**src/rtl/game_pkg.sv**
```systemverilog
// Shared game constants, overlay colours and the projectile slot record.
package game_pkg;

  localparam int unsigned SCREEN_W = 640;
  localparam int unsigned SCREEN_H = 480;

  localparam logic [23:0] ENEMY_BULLET_RGB  = 24'hFF2020;
  localparam logic [23:0] PLAYER_BULLET_RGB = 24'hFFFF40;

  typedef struct packed {
    logic       active;
    logic [9:0] x;
    logic [8:0] y;
  } slot_t;

endpackage

```
**src/rtl/box_overlap.sv**
```systemverilog
// Half-open rectangle overlap test between box A and box B, 11-bit math so
// position + size never wraps.
module box_overlap #(
  parameter int unsigned A_W = 4,
  parameter int unsigned A_H = 4,
  parameter int unsigned B_W = 16,
  parameter int unsigned B_H = 16
) (
  input  logic [9:0] i_a_x,
  input  logic [8:0] i_a_y,
  input  logic [9:0] i_b_x,
  input  logic [8:0] i_b_y,
  output logic       o_overlap_c
);

  logic [10:0] w_ax;
  logic [10:0] w_ay;
  logic [10:0] w_bx;
  logic [10:0] w_by;

  assign w_ax = {1'b0, i_a_x};
  assign w_ay = {2'b00, i_a_y};
  assign w_bx = {1'b0, i_b_x};
  assign w_by = {2'b00, i_b_y};

  assign o_overlap_c = (w_ax < (w_bx + 11'(B_W))) && (w_bx < (w_ax + 11'(A_W))) &&
                       (w_ay < (w_by + 11'(B_H))) && (w_by < (w_ay + 11'(A_H)));

endmodule

```
**src/rtl/enemy_bullet_pool.sv**
```systemverilog
// Pool of right-to-left enemy bullets: req/ack slot allocation with cooldown,
// tick-driven movement, player hit detection and pixel overlay.
module enemy_bullet_pool
  import game_pkg::*;
#(
  parameter int unsigned NUM_SLOTS    = 4,
  parameter int unsigned BULLET_SPEED = 4,
  parameter int unsigned BULLET_SIZE  = 4,
  parameter int unsigned PLAYER_SIZE  = 16,
  parameter int unsigned COOLDOWN     = 8
) (
  input  logic                 clk,
  input  logic                 reset,
  input  logic                 tick,
  input  logic                 fire_req,
  input  logic [9:0]           enemy_x,
  input  logic [8:0]           enemy_y,
  output logic                 fire_ack,
  input  logic [9:0]           char_x,
  input  logic [8:0]           char_y,
  input  logic [9:0]           x,
  input  logic [8:0]           y,
  output logic                 pixel_on,
  output logic [7:0]           bullet_r,
  output logic [7:0]           bullet_g,
  output logic [7:0]           bullet_b,
  output logic                 player_hit,
  output logic [NUM_SLOTS-1:0] active_mask,
  output logic                 pool_full
);

  localparam int unsigned IDX_W = (NUM_SLOTS > 1) ? $clog2(NUM_SLOTS) : 1;
  localparam int unsigned CD_W  = $clog2(COOLDOWN + 1);

  slot_t                r_slots     [NUM_SLOTS];
  slot_t                w_slots_nxt [NUM_SLOTS];
  logic [CD_W-1:0]      r_cooldown;
  logic [CD_W-1:0]      w_cooldown_nxt;
  logic                 r_fire_ack;
  logic                 r_player_hit;
  logic [NUM_SLOTS-1:0] w_active;
  logic [NUM_SLOTS-1:0] w_hit;
  logic [NUM_SLOTS-1:0] w_pix;
  logic                 w_accept;
  logic                 w_any_hit;
  logic [IDX_W-1:0]     w_free_idx;

  // Per-slot hit test against the player and point test against the beam.
  for (genvar gi = 0; gi < NUM_SLOTS; gi++) begin : g_slot
    logic w_inside;

    assign w_active[gi] = r_slots[gi].active;

    box_overlap #(
      .A_W(BULLET_SIZE), .A_H(BULLET_SIZE), .B_W(PLAYER_SIZE), .B_H(PLAYER_SIZE)
    ) u_hit (
      .i_a_x(r_slots[gi].x), .i_a_y(r_slots[gi].y),
      .i_b_x(char_x),        .i_b_y(char_y),
      .o_overlap_c(w_hit[gi])
    );

    box_overlap #(
      .A_W(BULLET_SIZE), .A_H(BULLET_SIZE), .B_W(1), .B_H(1)
    ) u_pix (
      .i_a_x(r_slots[gi].x), .i_a_y(r_slots[gi].y),
      .i_b_x(x),             .i_b_y(y),
      .o_overlap_c(w_inside)
    );

    assign w_pix[gi] = r_slots[gi].active & w_inside;
  end

  // Lowest-index free slot, from registered state only.
  always_comb begin
    w_free_idx = '0;
    for (int i = int'(NUM_SLOTS) - 1; i >= 0; i--) begin
      if (!r_slots[i].active) w_free_idx = IDX_W'(i);
    end
  end

  assign pool_full = &w_active;
  assign w_accept  = fire_req && (r_cooldown == '0) && !pool_full &&
                     ({1'b0, enemy_x} >= 11'(BULLET_SIZE));

  // Movement/hit on tick uses pre-move positions; allocation overrides a free slot.
  always_comb begin
    w_any_hit = 1'b0;
    for (int i = 0; i < int'(NUM_SLOTS); i++) begin
      w_slots_nxt[i] = r_slots[i];
      if (tick && r_slots[i].active) begin
        if (w_hit[i]) begin
          w_slots_nxt[i].active = 1'b0;
          w_any_hit             = 1'b1;
        end else if ({1'b0, r_slots[i].x} < 11'(BULLET_SPEED)) begin
          w_slots_nxt[i].active = 1'b0;
        end else begin
          w_slots_nxt[i].x = r_slots[i].x - 10'(BULLET_SPEED);
        end
      end
      if (w_accept && (w_free_idx == IDX_W'(i))) begin
        w_slots_nxt[i].active = 1'b1;
        w_slots_nxt[i].x      = enemy_x - 10'(BULLET_SIZE);
        w_slots_nxt[i].y      = enemy_y + 9'd6;
      end
    end
  end

  always_comb begin
    w_cooldown_nxt = r_cooldown;
    if (w_accept) begin
      w_cooldown_nxt = CD_W'(COOLDOWN);
    end else if (tick && (r_cooldown != '0)) begin
      w_cooldown_nxt = r_cooldown - CD_W'(1);
    end
  end

  always_ff @(posedge clk) begin
    if (reset) begin
      for (int i = 0; i < int'(NUM_SLOTS); i++) r_slots[i] <= '0;
      r_cooldown   <= '0;
      r_fire_ack   <= 1'b0;
      r_player_hit <= 1'b0;
    end else begin
      for (int i = 0; i < int'(NUM_SLOTS); i++) r_slots[i] <= w_slots_nxt[i];
      r_cooldown   <= w_cooldown_nxt;
      r_fire_ack   <= w_accept;
      r_player_hit <= w_any_hit;
    end
  end

  assign fire_ack    = r_fire_ack;
  assign player_hit  = r_player_hit;
  assign active_mask = w_active;
  assign pixel_on    = |w_pix;
  assign bullet_r    = ENEMY_BULLET_RGB[23:16];
  assign bullet_g    = ENEMY_BULLET_RGB[15:8];
  assign bullet_b    = ENEMY_BULLET_RGB[7:0];

endmodule

```
**config.mk**
```make
export PLATFORM = sky130hd
export DESIGN_NAME = enemy_bullet_pool
export DESIGN_NICKNAME = d
export VERILOG_FILES = /design/src/rtl/game_pkg.sv /design/src/rtl/box_overlap.sv /design/src/rtl/enemy_bullet_pool.sv
export SDC_FILE = /design/constraint.sdc
export NUM_CORES = 1
export LEC_CHECK = 0
export ABC_AREA = 1
export CAP_MARGIN = 20
export CORE_ASPECT_RATIO = 0.75
export CORE_MARGIN = 3
export CORE_UTILIZATION = 50
export DETAILED_ROUTE_END_ITERATION = 12
export PLACE_DENSITY = 0.76
export RECOVER_POWER = 25
export SETUP_SLACK_MARGIN = 0.1
export SLEW_MARGIN = 25
export SYNTH_ARGS = -nofsm -noshare
export SYNTH_HDL_FRONTEND = slang
export SYNTH_SLANG_ARGS = --single-unit
```
**constraint.sdc**
```tcl
create_clock -name clk -period 4.2 [get_ports clk]
set_input_delay 0.84 -clock clk [delete_from_list [all_inputs] [get_ports clk]]
set_output_delay 0.84 -clock clk [all_outputs]
set_load 0.03 [all_outputs]
```
# Yosys cells after proc, flatten, opt, wreduce, memory -nomap -nowiden
# Memory sizes are Yosys's and may differ from the RTL's.
# Cells that the tools add are included.
[word_totals]
elab_cells = 161
out_inout_bits = 32
memories = 1
inputBits = 61
mem_bits_rw = 80
register_bits = 6
[mem_list]
columns = ["name", "depth", "width", "read_ports", "rd_clocked_by_memory_dff", "write_ports", "line_no", "rtl"]
rows = [
  ["r_slots", 4, 20, 4, 0, 4, "enemy_bullet_pool.sv:35", "slot_t r_slots [NUM_SLOTS];"],
]
[op_classes]
n_reduce_logical = 44
order_cmp = 37
bitwise = 8
n_eq_ne = 3
add_sub_neg = 19
mux = 45
[op_table]
columns = ["cell", "n"]
rows = [
  ["$lt 10x11->1", 16],
  ["$lt 9x11->1", 15],
  ["$mux 20", 8],
  ["$mux 10", 8],
  ["$sub 10x3->10 const B", 5],
  ["$add 10x3->11 const B", 4],
  ["$mux 11", 4],
  ["$add 9x3->10 const B", 4],
  ["$lt 10x3->1 const B", 4],
  ["$logic_and 1x1->1", 36],
  ["$mux 1", 19],
  ["$add 10x1->11 const B", 1],
  ["$add 10x5->11 const B", 1],
  ["$add 9x1->10 const B", 1],
  ["$add 9x5->10 const B", 1],
  ["$ge 10x3->1 const B", 1],
  ["$lt 9x10->1", 1],
  ["$add 9x3->9 const B", 1],
  ["$mux 2", 4],
  ["$mux 4", 2],
  ["$and 1x1->1", 4],
  ["$eq 2x2->1 const B", 2],
  ["$logic_not 4->1", 1],
  ["$or 1x1->1", 4],
  ["other kinds (9)", 9],
]

# Longest topological paths before layout
# Gate-level depths: netlist of the first run.
# An unclocked memory read counts as a cell.
[depth]
depth_word = 14
mapped_depth = 20

# Hierarchy
# From an unflattened synthesis of the first run, not the netlist that was laid out.
[hier_totals]
cells_unflattened = 2348
hier_area_um2 = 15313.4
[modules_own_cells]
columns = ["mod", "seq_area_each_um2", "n_inst", "cells_each", "area_each_um2"]
rows = [
  ["enemy_bullet_pool", 1721.7, 1, 722, 4878.4],
  ["box_overlap at g_slot[0].u_pix ...", 0.0, 2, 209, 1346.3],
  ["box_overlap at g_slot[1].u_pix ...", 0.0, 2, 208, 1343.8],
  ["box_overlap at g_slot[0].u_hit ...", 0.0, 2, 205, 1278.7],
  ["box_overlap at g_slot[2].u_hit ...", 0.0, 2, 191, 1248.7],
]

# Least setup slack after synthesis of the first run
# Ideal clock, no wire load.
[synth_path]
path_type = "input port to output port"
start = "input port x[0]"
end = "output port pixel_on"
t_arrival_ns = 2.931
path_slack_ns = 0.429
path_stages = 17
required_ns = 3.360
cell_sequence = "clkbuf_1 -> nand3_1 -> nand3b_1 -> nor2_1 -> nand2_1 -> nor3_1 -> xnor2_1 -> ha_1 -> nand2_1 -> nor2_1 -> nand3_1 -> o2111ai_1 -> nor2_1 -> nand2_1 -> nand2_1 -> inv_1 -> nand3_1"
[synth_via]
elab_chain_cells = 7
word_cells_on_any_way = 26
cone_classes = "add/sub (1); order compare (8); bitwise (4); reduce/logical (13)"
[synth_rtl]
columns = ["item", "line_no", "rtl"]
rows = [
  ["from (decl)", "enemy_bullet_pool.sv:21", "input logic [9:0] x,"],
  ["$add 10x1->11", "box_overlap.sv:26", "assign o_overlap_c = (w_ax < (w_bx + 11'(B_W))) && (w_bx < (w_ax + 11'(A_W))) &&"],
  ["$lt 10x11->1", "box_overlap.sv:26", ""],
  ["$logic_and 1x1->1 (2 in a row)", "box_overlap.sv:26", ""],
  ["$logic_and 1x1->1", "box_overlap.sv:27", "(w_ay < (w_by + 11'(B_H))) && (w_by < (w_ay + 11'(A_H)));"],
  ["$and 1x1->1", "enemy_bullet_pool.sv:70", "assign w_pix[gi] = r_slots[gi].active & w_inside;"],
  ["$reduce_or 4->1 (*)", "enemy_bullet_pool.sv:134", "assign pixel_on = |w_pix;"],
  ["to (decl)", "enemy_bullet_pool.sv:23", "output logic pixel_on,"],
]
# Every way passes the cells marked *; elsewhere a longest branch is shown, timed or not.

==> results of run 1 <==
[flip-flops by register name, summed over array words and instances, names as in the netlist]
| signal | flops |
|---|---|
| r_cooldown | 4 |
| fire_ack | 1 |
| r_slots | 80 |
| player_hit | 1 |
[cell families after synthesis]
family                     Yosys count  synth area share
adders and majority gates          287             0.293
and+or+nand+nor                    712             0.256
xor gates and xnor gates            87            0.0622
buffers and inverters              237            0.0862
DFF                                 86             0.141
other                                2          0.000613
AOI/OAI and AO/OA                  363             0.162
[power by group]
part / leakage (nW) / total (mW) / switching (mW) / internal [mW]
clock network: 0.156 / 0.874 / 0.386 / 0.488
logic: 6.15 / 2.85 / 1.79 / 1.07
registers: 0.700 / 1.19 / 0.241 / 0.949
[cell usage after synthesis (4+ instances only)]
library cell,n,share of area
sky130_fd_sc_hd__buf_2,12,0.0049
sky130_fd_sc_hd__buf_4,34,0.021
sky130_fd_sc_hd__nor2_2,7,0.0036
sky130_fd_sc_hd__nand2_1,329,0.10
sky130_fd_sc_hd__nor3_1,32,0.013
sky130_fd_sc_hd__nand4_1,29,0.015
sky130_fd_sc_hd__nand3b_1,12,0.0074
sky130_fd_sc_hd__a21oi_1,181,0.074
sky130_fd_sc_hd__o21a_1,5,0.0031
sky130_fd_sc_hd__o21ai_1,8,0.0033
sky130_fd_sc_hd__nor2_1,156,0.048
sky130_fd_sc_hd__o21bai_1,6,0.0037
sky130_fd_sc_hd__clkbuf_1,10,0.0031
sky130_fd_sc_hd__nand3_2,6,0.0049
sky130_fd_sc_hd__nand3_1,114,0.047
sky130_fd_sc_hd__o21ai_0,111,0.045
sky130_fd_sc_hd__xor2_1,58,0.041
sky130_fd_sc_hd__nand2_2,8,0.0041
sky130_fd_sc_hd__xnor2_1,29,0.021
sky130_fd_sc_hd__a211oi_1,10,0.0061
sky130_fd_sc_hd__nor4_1,4,0.0020
sky130_fd_sc_hd__a21o_1,4,0.0025
sky130_fd_sc_hd__ha_1,287,0.29
sky130_fd_sc_hd__dfxtp_1,86,0.14
sky130_fd_sc_hd__o211ai_1,22,0.013
sky130_fd_sc_hd__inv_1,175,0.054
[worst max-delay path by stage]
stage	end	slack [ns]	cells past startpoint
2_1_floorplan	pixel_on	0.43	17
3_3_place_gp	pixel_on	-0.33	16
3_5_place_dp	pixel_on	-0.38	16
4_1_cts	pixel_on	0.12	12
5_1_grt	pixel_on	0.08	16
6_report	pixel_on	0.20	12
[worst max-delay path: cells and delay by family, from the launching register on]
family	cells	cell delay [ns]
AO/OA/AOI/OAI	2	0.25
adder cells (fa/ha/maj)	2	0.57
flip-flops	1	0.45
XOR/XNOR	1	0.36
AND/OR/NAND/NOR	5	0.85
buffers and inverters	2	0.31
[area by class of cell]
cell class	instances	area [sq um]	area share
sequential	86	1730	0.119
inverter	177	664	0.0457
tap	325	407	0.0280
timing repair buffer	186	1570	0.108
clock inverter	6	72.6	0.00499
multi-input combinational	1473	9860	0.678
clock buffer	10	239	0.0164
[metrics by stage]
step	util	area [sq um]
2_1_floorplan	-	12300
5_1_grt	0.617	14500
6_report	0.617	14500
3_3_place_gp	0.587	13800
3_5_place_dp	0.587	13800
4_1_cts	0.609	14300
[cells in the final DEF (no fill, tap or decap), types with 4 or more instances in the layout]
| master | synthesis | final |
|---|---|---|
| sky130_fd_sc_hd__nand2_1 | 329 | 328 |
| sky130_fd_sc_hd__ha_1 | 287 | 282 |
| sky130_fd_sc_hd__a21oi_1 | 181 | 178 |
| sky130_fd_sc_hd__inv_1 | 175 | 175 |
| sky130_fd_sc_hd__nor2_1 | 156 | 154 |
| sky130_fd_sc_hd__buf_4 | 34 | 112 |
| sky130_fd_sc_hd__nand3_1 | 114 | 109 |
| sky130_fd_sc_hd__o21ai_0 | 111 | 106 |
| sky130_fd_sc_hd__dfxtp_1 | 86 | 82 |
| sky130_fd_sc_hd__xor2_1 | 58 | 47 |
| sky130_fd_sc_hd__clkdlybuf4s50_1 | 0 | 45 |
| sky130_fd_sc_hd__nor3_1 | 32 | 29 |
| sky130_fd_sc_hd__nand4_1 | 29 | 29 |
| sky130_fd_sc_hd__xnor2_1 | 29 | 27 |
| sky130_fd_sc_hd__conb_1 | 2 | 24 |
| sky130_fd_sc_hd__o211ai_1 | 22 | 22 |
| sky130_fd_sc_hd__nand3b_1 | 12 | 12 |
| sky130_fd_sc_hd__o21ai_1 | 8 | 11 |
| sky130_fd_sc_hd__nand3_2 | 6 | 10 |
| sky130_fd_sc_hd__nor2_2 | 7 | 9 |
| sky130_fd_sc_hd__nand2_2 | 8 | 9 |
| sky130_fd_sc_hd__xor2_2 | 0 | 9 |
| sky130_fd_sc_hd__a211oi_1 | 10 | 9 |
| sky130_fd_sc_hd__clkbuf_16 | 0 | 9 |
| sky130_fd_sc_hd__dlygate4sd3_1 | 0 | 7 |
| sky130_fd_sc_hd__clkbuf_2 | 1 | 7 |
| sky130_fd_sc_hd__o21bai_1 | 6 | 6 |
| sky130_fd_sc_hd__o21a_1 | 5 | 5 |
| sky130_fd_sc_hd__a21o_1 | 4 | 4 |
| sky130_fd_sc_hd__ha_4 | 0 | 4 |
| sky130_fd_sc_hd__buf_6 | 3 | 4 |
| sky130_fd_sc_hd__dfxtp_2 | 0 | 4 |
[repair_timing]
item	4_1_cts	5_1_grt
buffers inserted	6	9
gates resized for setup	39	59
setup endpoints to repair	1	1
pin swaps	12	21
hold endpoints to repair	0	0
[routing by layer]
metal | vias to the layer above | wire, um | global-route usage
met5 | - | 26 | 0
met4 | 4 | 1280 | 0.0855
met3 | 91 | 6600 | 0.134
met2 | 696 | 17400 | 0.460
met1 | 6009 | 20000 | 0.477
li1 | 6348 | - | -
==> results_tabular.tex, run 1 <==
\begin{tabular}{lr}
\hline
Metric & Value \\
\hline
\multicolumn{2}{l}{\textbf{Worst hold path}} \\
HP Class & flip-flop to flip-flop \\
Hold EP & r\_cooldown[0]\$\_SDFFE\_PP0P\_ \\
Startpoint of the most critical hold path & r\_cooldown[0]\$\_SDFFE\_PP0P\_ \\
Hold-critical path depth & 2 \\
\multicolumn{2}{l}{\textbf{Clocking}} \\
Root buffer selected by CTS & sky130\_fd\_sc\_hd\_\_clkbuf\_16 \\
Skew-Pair Late Insertion Delay & 0.36 ns \\
Number of H-tree branching levels & 3 \\
Count of hold-fix buffers inserted at cts & 0 \\
Clock slew at reported path FFs & about 0.070 ns \\
Maximum buffer depth of the clock tree & 2 \\
TritonCTS clock tree & built \\
Sinks on the clock net & 86 \\
Num CTS Buffers & 9 \\
\multicolumn{2}{l}{\textbf{STA}} \\
Setup repair after global routing missed its margin & no \\
Hold violation total from the final report & 0 \\
Fin crit period & roughly 4 ns \\
Setup slack after layout & 0.205 ns \\
Max-slew violations & 0 \\
Worst setup skew after layout & 0.0108 ns \\
Slew HR & 0.437 \\
Share of the cycle needed by the critical path after routing & 0.951 \\
Actual transition at the worst max-transition pin & 0.839 ns \\
Highest clock frequency the design can meet & about 250 MHz \\
Final number of setup-violating endpoints & 0 \\
Total Negative Setup Slacks & 0 ns \\
Min Hold Slack & 0.485 ns \\
\multicolumn{2}{l}{\textbf{Floorplan}} \\
Number of core rows & 48 \\
Initial cell density of the core & 0.520 \\
Die width & 187 um \\
Number of primary I/O pins & 93 \\
Vertical extent of the die & between 100 and 150 um \\
Core Footprint & 23500 sq um \\
Total die area & roughly 26000 sq um \\
\multicolumn{2}{l}{\textbf{Layout}} \\
Final Net Count & 2281 \\
Fraction of layout instances using a drive strength above 1 & 0.111 \\
Diodes inserted & 0 \\
Area grow syn2layout & 18.7\% \\
Non-filler instance count after layout & approximately 2300 \\
Filler instances & 2227 \\
\multicolumn{2}{l}{\textbf{Critical path}} \\
Critical path's slowest cell & sky130\_fd\_sc\_hd\_\_dfxtp\_2 \\
Worst setup SP type & flip-flop \\
Start-to-end type of the worst setup path & flip-flop to primary output \\
Worst path required time & 3.36 ns \\
Cells on worst reg2reg path & 14 \\
Crit end category & primary output \\
Reg-to-reg critical path endpoint & r\_slots[0][19]\$\_SDFFE\_PP0P\_ \\
Crit path from & r\_slots[3][12]\$\_SDFFE\_PP0P\_ \\
R2r setup slk & a little under 0.9 ns \\
FF-to-FF Start & r\_slots[0][2]\$\_SDFFE\_PP0P\_ \\
CP arrival & 3.16 ns \\
Maximum fanout count along the critical path & 6 \\
Cell breakdown of the critical path & ha\_1, nand3\_2, nor2\_1, xor2\_1, ha\_1, a21oi\_1, o21ai\_0, nor3\_2, buf\_4, nand4\_1, nand3\_2, buf\_12 \\
Maximum cell stage delay along the critical path & approximately 0.45 ns \\
\multicolumn{2}{l}{\textbf{Power}} \\
Post-layout total power & 4.92 mW \\
Pwr/cell area & 338 nW/um\^{}2 \\
Worst vdd ir & 258 uV \\
LEAKAGE & 7.01 nW \\
\multicolumn{2}{l}{\textbf{Route}} \\
Via Count & 13100 \\
Count of nets left with antenna violations after detail routing & 0 \\
Aggregate routed wire length & between 40000 and 50000 um \\
First DRT Iteration DRCs & 1519 \\
Detailed-routing iteration count for the pre-antenna-repair pass & 6 \\
DRC & 0 \\
Routed length per instance & approximately 20 um \\
Post-detailed-route via-to-cell ratio & 5.81 \\
\multicolumn{2}{l}{\textbf{Global routing}} \\
Number of antenna violations at the first check in global routing & 3 \\
Vias in the first global route & $\sim$12000 \\
Overflow left after global routing & 0 \\
Overall Global Routing Usage & 0.333 \\
First-pass GRT wire length & 68200 um \\
Largest net degree at the start of global routing & 46 \\
\multicolumn{2}{l}{\textbf{Synthesis}} \\
Synthesized instance count & 1774 \\
Proportion of synthesized chip area in sequential cells & 0.141 \\
Total number of yosys warnings & 0 \\
FF+latch count, synth & 86 \\
Number of distinct standard cells referenced by the synthesized netlist & 47 \\
Share of flip-flops with an asynchronous set or reset & 0 \\
Cell area after synthesis & 12200 sq um \\
Number of flops mapped to enable cells by yosys & 0 \\
Ys flop type & sky130\_fd\_sc\_hd\_\_dfxtp\_1 \\
Mean area per synthesized cell & 6.90 sq um \\
\multicolumn{2}{l}{\textbf{Placement}} \\
\# port buffers & 68 \\
Placed cell count & 2232 \\
Worst slack at placement & -0.379 ns \\
Gpl congestion & 1.03 \\
DP Wirelength & $\sim$37000 um \\
\multicolumn{2}{l}{\textbf{Run status}} \\
Result of the run & completed \\
\multicolumn{2}{l}{\textbf{Run}} \\
Number of maximum-capacitance violations & 0 \\
\hline
\end{tabular}
Note: power is estimated with default switching activity, not from simulation.
==> inputs of run 2 (changes only) <==
- CORE_ASPECT_RATIO: 0.75 -> 1.1
==> run 2 against run 1 <==
Global-route usage decreased by 2.0 points; hold slack lost 0.013 ns; sequential power about the same; flip-flop and latch count did not move; sequential share of layout area is 0.19 points higher; clock skew grew 0.0030 ns; total power fell by 2.4%; die area barely moved; critical path type unchanged; critical endpoint unchanged; largest cell class unchanged; largest power group unchanged.
==> results_tabular.tex, run 2 (synthesized netlist as in run 1, its figures left out) <==
\begin{tabular}{lr}
\hline
Metric & Value \\
\hline
\multicolumn{2}{l}{\textbf{Critical path}} \\
Worst path required time & $\sim$3.4 ns \\
Start-to-end type of the worst setup path & flip-flop to primary output \\
CP arrival & between 3 and 4 ns \\
Worst setup SP type & flip-flop \\
Crit end category & primary output \\
Maximum fanout count along the critical path & 6 \\
\multicolumn{2}{l}{\textbf{Route}} \\
Count of nets left with antenna violations after detail routing & 0 \\
Via Count & between 10000 and 15000 \\
Aggregate routed wire length & 42600 um \\
DRC & 0 \\
Detailed-routing iteration count for the pre-antenna-repair pass & 6 \\
Routed length per instance & 19.2 um \\
First DRT Iteration DRCs & 952 \\
Post-detailed-route via-to-cell ratio & 5.72 \\
\multicolumn{2}{l}{\textbf{Layout}} \\
Fraction of layout instances using a drive strength above 1 & 0.0929 \\
Biggest register & r\_slots \\
Final Net Count & 2260 \\
Commonest cells after routing, fill and taps aside & sky130\_fd\_sc\_hd\_\_nand2\_1, sky130\_fd\_sc\_hd\_\_ha\_1, sky130\_fd\_sc\_hd\_\_a21oi\_1, sky130\_fd\_sc\_hd\_\_inv\_1, sky130\_fd\_sc\_hd\_\_nor2\_1 \\
Biggest registers after layout & r\_slots: 80 flops, r\_cooldown: 4 flops \\
Area grow syn2layout & 16.5\% \\
Most common library cell in the layout ignoring fill and taps & sky130\_fd\_sc\_hd\_\_nand2\_1 \\
Diodes inserted & 0 \\
Non-filler instance count after layout & 2222 \\
Flip-flop count of the largest register after layout & 80 \\
\multicolumn{2}{l}{\textbf{Global routing}} \\
Met2 Resource Use GR & 0.557 \\
Largest net degree at the start of global routing & 40 \\
Grt met3 use & 0.0379 \\
Overall Global Routing Usage & 0.313 \\
Overflow left after global routing & 0 \\
Number of antenna violations at the first check in global routing & 0 \\
Most heavily used metal layer in global routing & met2 \\
Vias in the first global route & 12000 \\
Global Route met1 Usage & 0.366 \\
First-pass GRT wire length & roughly 65000 um \\
\multicolumn{2}{l}{\textbf{STA}} \\
Setup repair after global routing missed its margin & no \\
Slew HR & 0.476 \\
Share of the cycle needed by the critical path after routing & 0.959 \\
Worst setup skew after layout & 0.0138 ns \\
Total Negative Setup Slacks & 0 ns \\
Highest clock frequency the design can meet & 248 MHz \\
Max-slew violations & 0 \\
Hold violation total from the final report & 0 \\
Setup slack after layout & 0.171 ns \\
Final number of setup-violating endpoints & 0 \\
Fin crit period & 4.03 ns \\
Actual transition at the worst max-transition pin & 0.786 ns \\
\multicolumn{2}{l}{\textbf{Worst hold path}} \\
HP Class & flip-flop to flip-flop \\
\multicolumn{2}{l}{\textbf{Clocking}} \\
Maximum buffer depth of the clock tree & 2 \\
Number of H-tree branching levels & 3 \\
Clock slew at reported path FFs & 0.06 ns \\
Count of hold-fix buffers inserted at cts & 0 \\
Sinks on the clock net & 86 \\
Num CTS Buffers & 9 \\
Skew-Pair Late Insertion Delay & 0.36 ns \\
Root buffer selected by CTS & sky130\_fd\_sc\_hd\_\_clkbuf\_16 \\
TritonCTS clock tree & built \\
\multicolumn{2}{l}{\textbf{Run status}} \\
Result of the run & completed \\
\multicolumn{2}{l}{\textbf{Power}} \\
Pwr/cell area & $\sim$340 nW/um\^{}2 \\
LEAKAGE & 6.88 nW \\
Worst vdd ir & 215 uV \\
Post-layout total power & 4.80 mW \\
\multicolumn{2}{l}{\textbf{Placement}} \\
Worst slack at placement & -0.383 ns \\
Placed cell count & 2201 \\
DP Wirelength & 35200 um \\
\# port buffers & 68 \\
Gpl congestion & 0.980 \\
\multicolumn{2}{l}{\textbf{Floorplan}} \\
Core Footprint & 23800 sq um \\
Total die area & 26400 sq um \\
Number of primary I/O pins & 93 \\
Die width & $\sim$160 um \\
Vertical extent of the die & between 150 and 200 um \\
Number of core rows & 59 \\
Initial cell density of the core & 0.514 \\
\multicolumn{2}{l}{\textbf{Run}} \\
Number of maximum-capacitance violations & 0 \\
\hline
\end{tabular}
## run 2: cell count changes in the layout (fill, tap and decap cells not counted), sizes merged
cell,change
clkinv,-1
dlygate4sd3,+1
dlygate4sd2,+1
dlymetal6s2s,+1
clkbuf,-1
clkdlybuf4s15,-1
bufinv,+1
clkdlybuf4s50,-1
buf,-21
## run 2: power by group
part	switching, mW	internal, mW	leakage, nW
clock network	0.377	0.549	0.166
registers	0.243	0.948	0.699
logic	1.67	1.01	6.01
## run 2: routing by layer
| metal | vias up | part of all wire | routed length, um |
|---|---|---|---|
| met4 | 0 | 0.059 | 2520 |
| met3 | 121 | 0.056 | 2380 |
| met5 | - | 0 | 0 |
| met1 | 5851 | 0.40 | 17100 |
| met2 | 447 | 0.48 | 20600 |
| li1 | 6298 | - | - |
## run 2: timing repair
| item | CTS | global route |
|---|---|---|
| pin swaps | 11 | 14 |
| buffers inserted | 3 | 2 |
| setup endpoints to repair | 1 | 1 |
| gates resized for setup | 28 | 38 |
| cloned | 0 | 0 |
## run 2: worst max-delay path, stage by stage, from the launching register on
cell,delay [ns]
sky130_fd_sc_hd__dfxtp_1,0.51
sky130_fd_sc_hd__inv_1,0.15
sky130_fd_sc_hd__nor4_1,0.45
sky130_fd_sc_hd__nand3_1,0.15
sky130_fd_sc_hd__xor2_1,0.35
sky130_fd_sc_hd__ha_1,0.32
sky130_fd_sc_hd__nand4_1,0.11
sky130_fd_sc_hd__nor2_1,0.05
sky130_fd_sc_hd__nor3_1,0.31
sky130_fd_sc_hd__nand4_1,0.16
sky130_fd_sc_hd__nand3_2,0.15
sky130_fd_sc_hd__buf_12,0.13
## run 2: final cells by class
class	count	area, sq um
multi-input cells	1473	9780
repair buffers	165	1390
well taps	305	382
clock inverters	6	97.6
fillers	2189	9570
inverters	177	664
clock buffers	10	239
flip-flops and latches	86	1720
## run 2: final timing paths
kind                               startpoint                          end  slack, ns  depth (start not counted)
setup / recovery  r_slots[3][11]$_SDFFE_PP0P_                     pixel_on       0.17                         11
setup reg to reg  r_slots[3][11]$_SDFFE_PP0P_  r_slots[3][17]$_SDFFE_PP0P_       0.97                         15
hold / removal     r_cooldown[0]$_SDFFE_PP0P_   r_cooldown[0]$_SDFFE_PP0P_       0.47                          2
hold reg to reg    r_cooldown[0]$_SDFFE_PP0P_   r_cooldown[0]$_SDFFE_PP0P_       0.47                          2
## run 2: metrics by stage
step | hold slack (ns) | cell area (sq um) | utilization
floorplan | 0.444 | 12300 | -
global placement | 0.453 | 13700 | 0.575
detailed placement | 0.467 | 13700 | 0.575
CTS | 0.475 | 14200 | 0.594
global route | 0.495 | 14300 | 0.599
finish | 0.472 | 14300 | 0.599
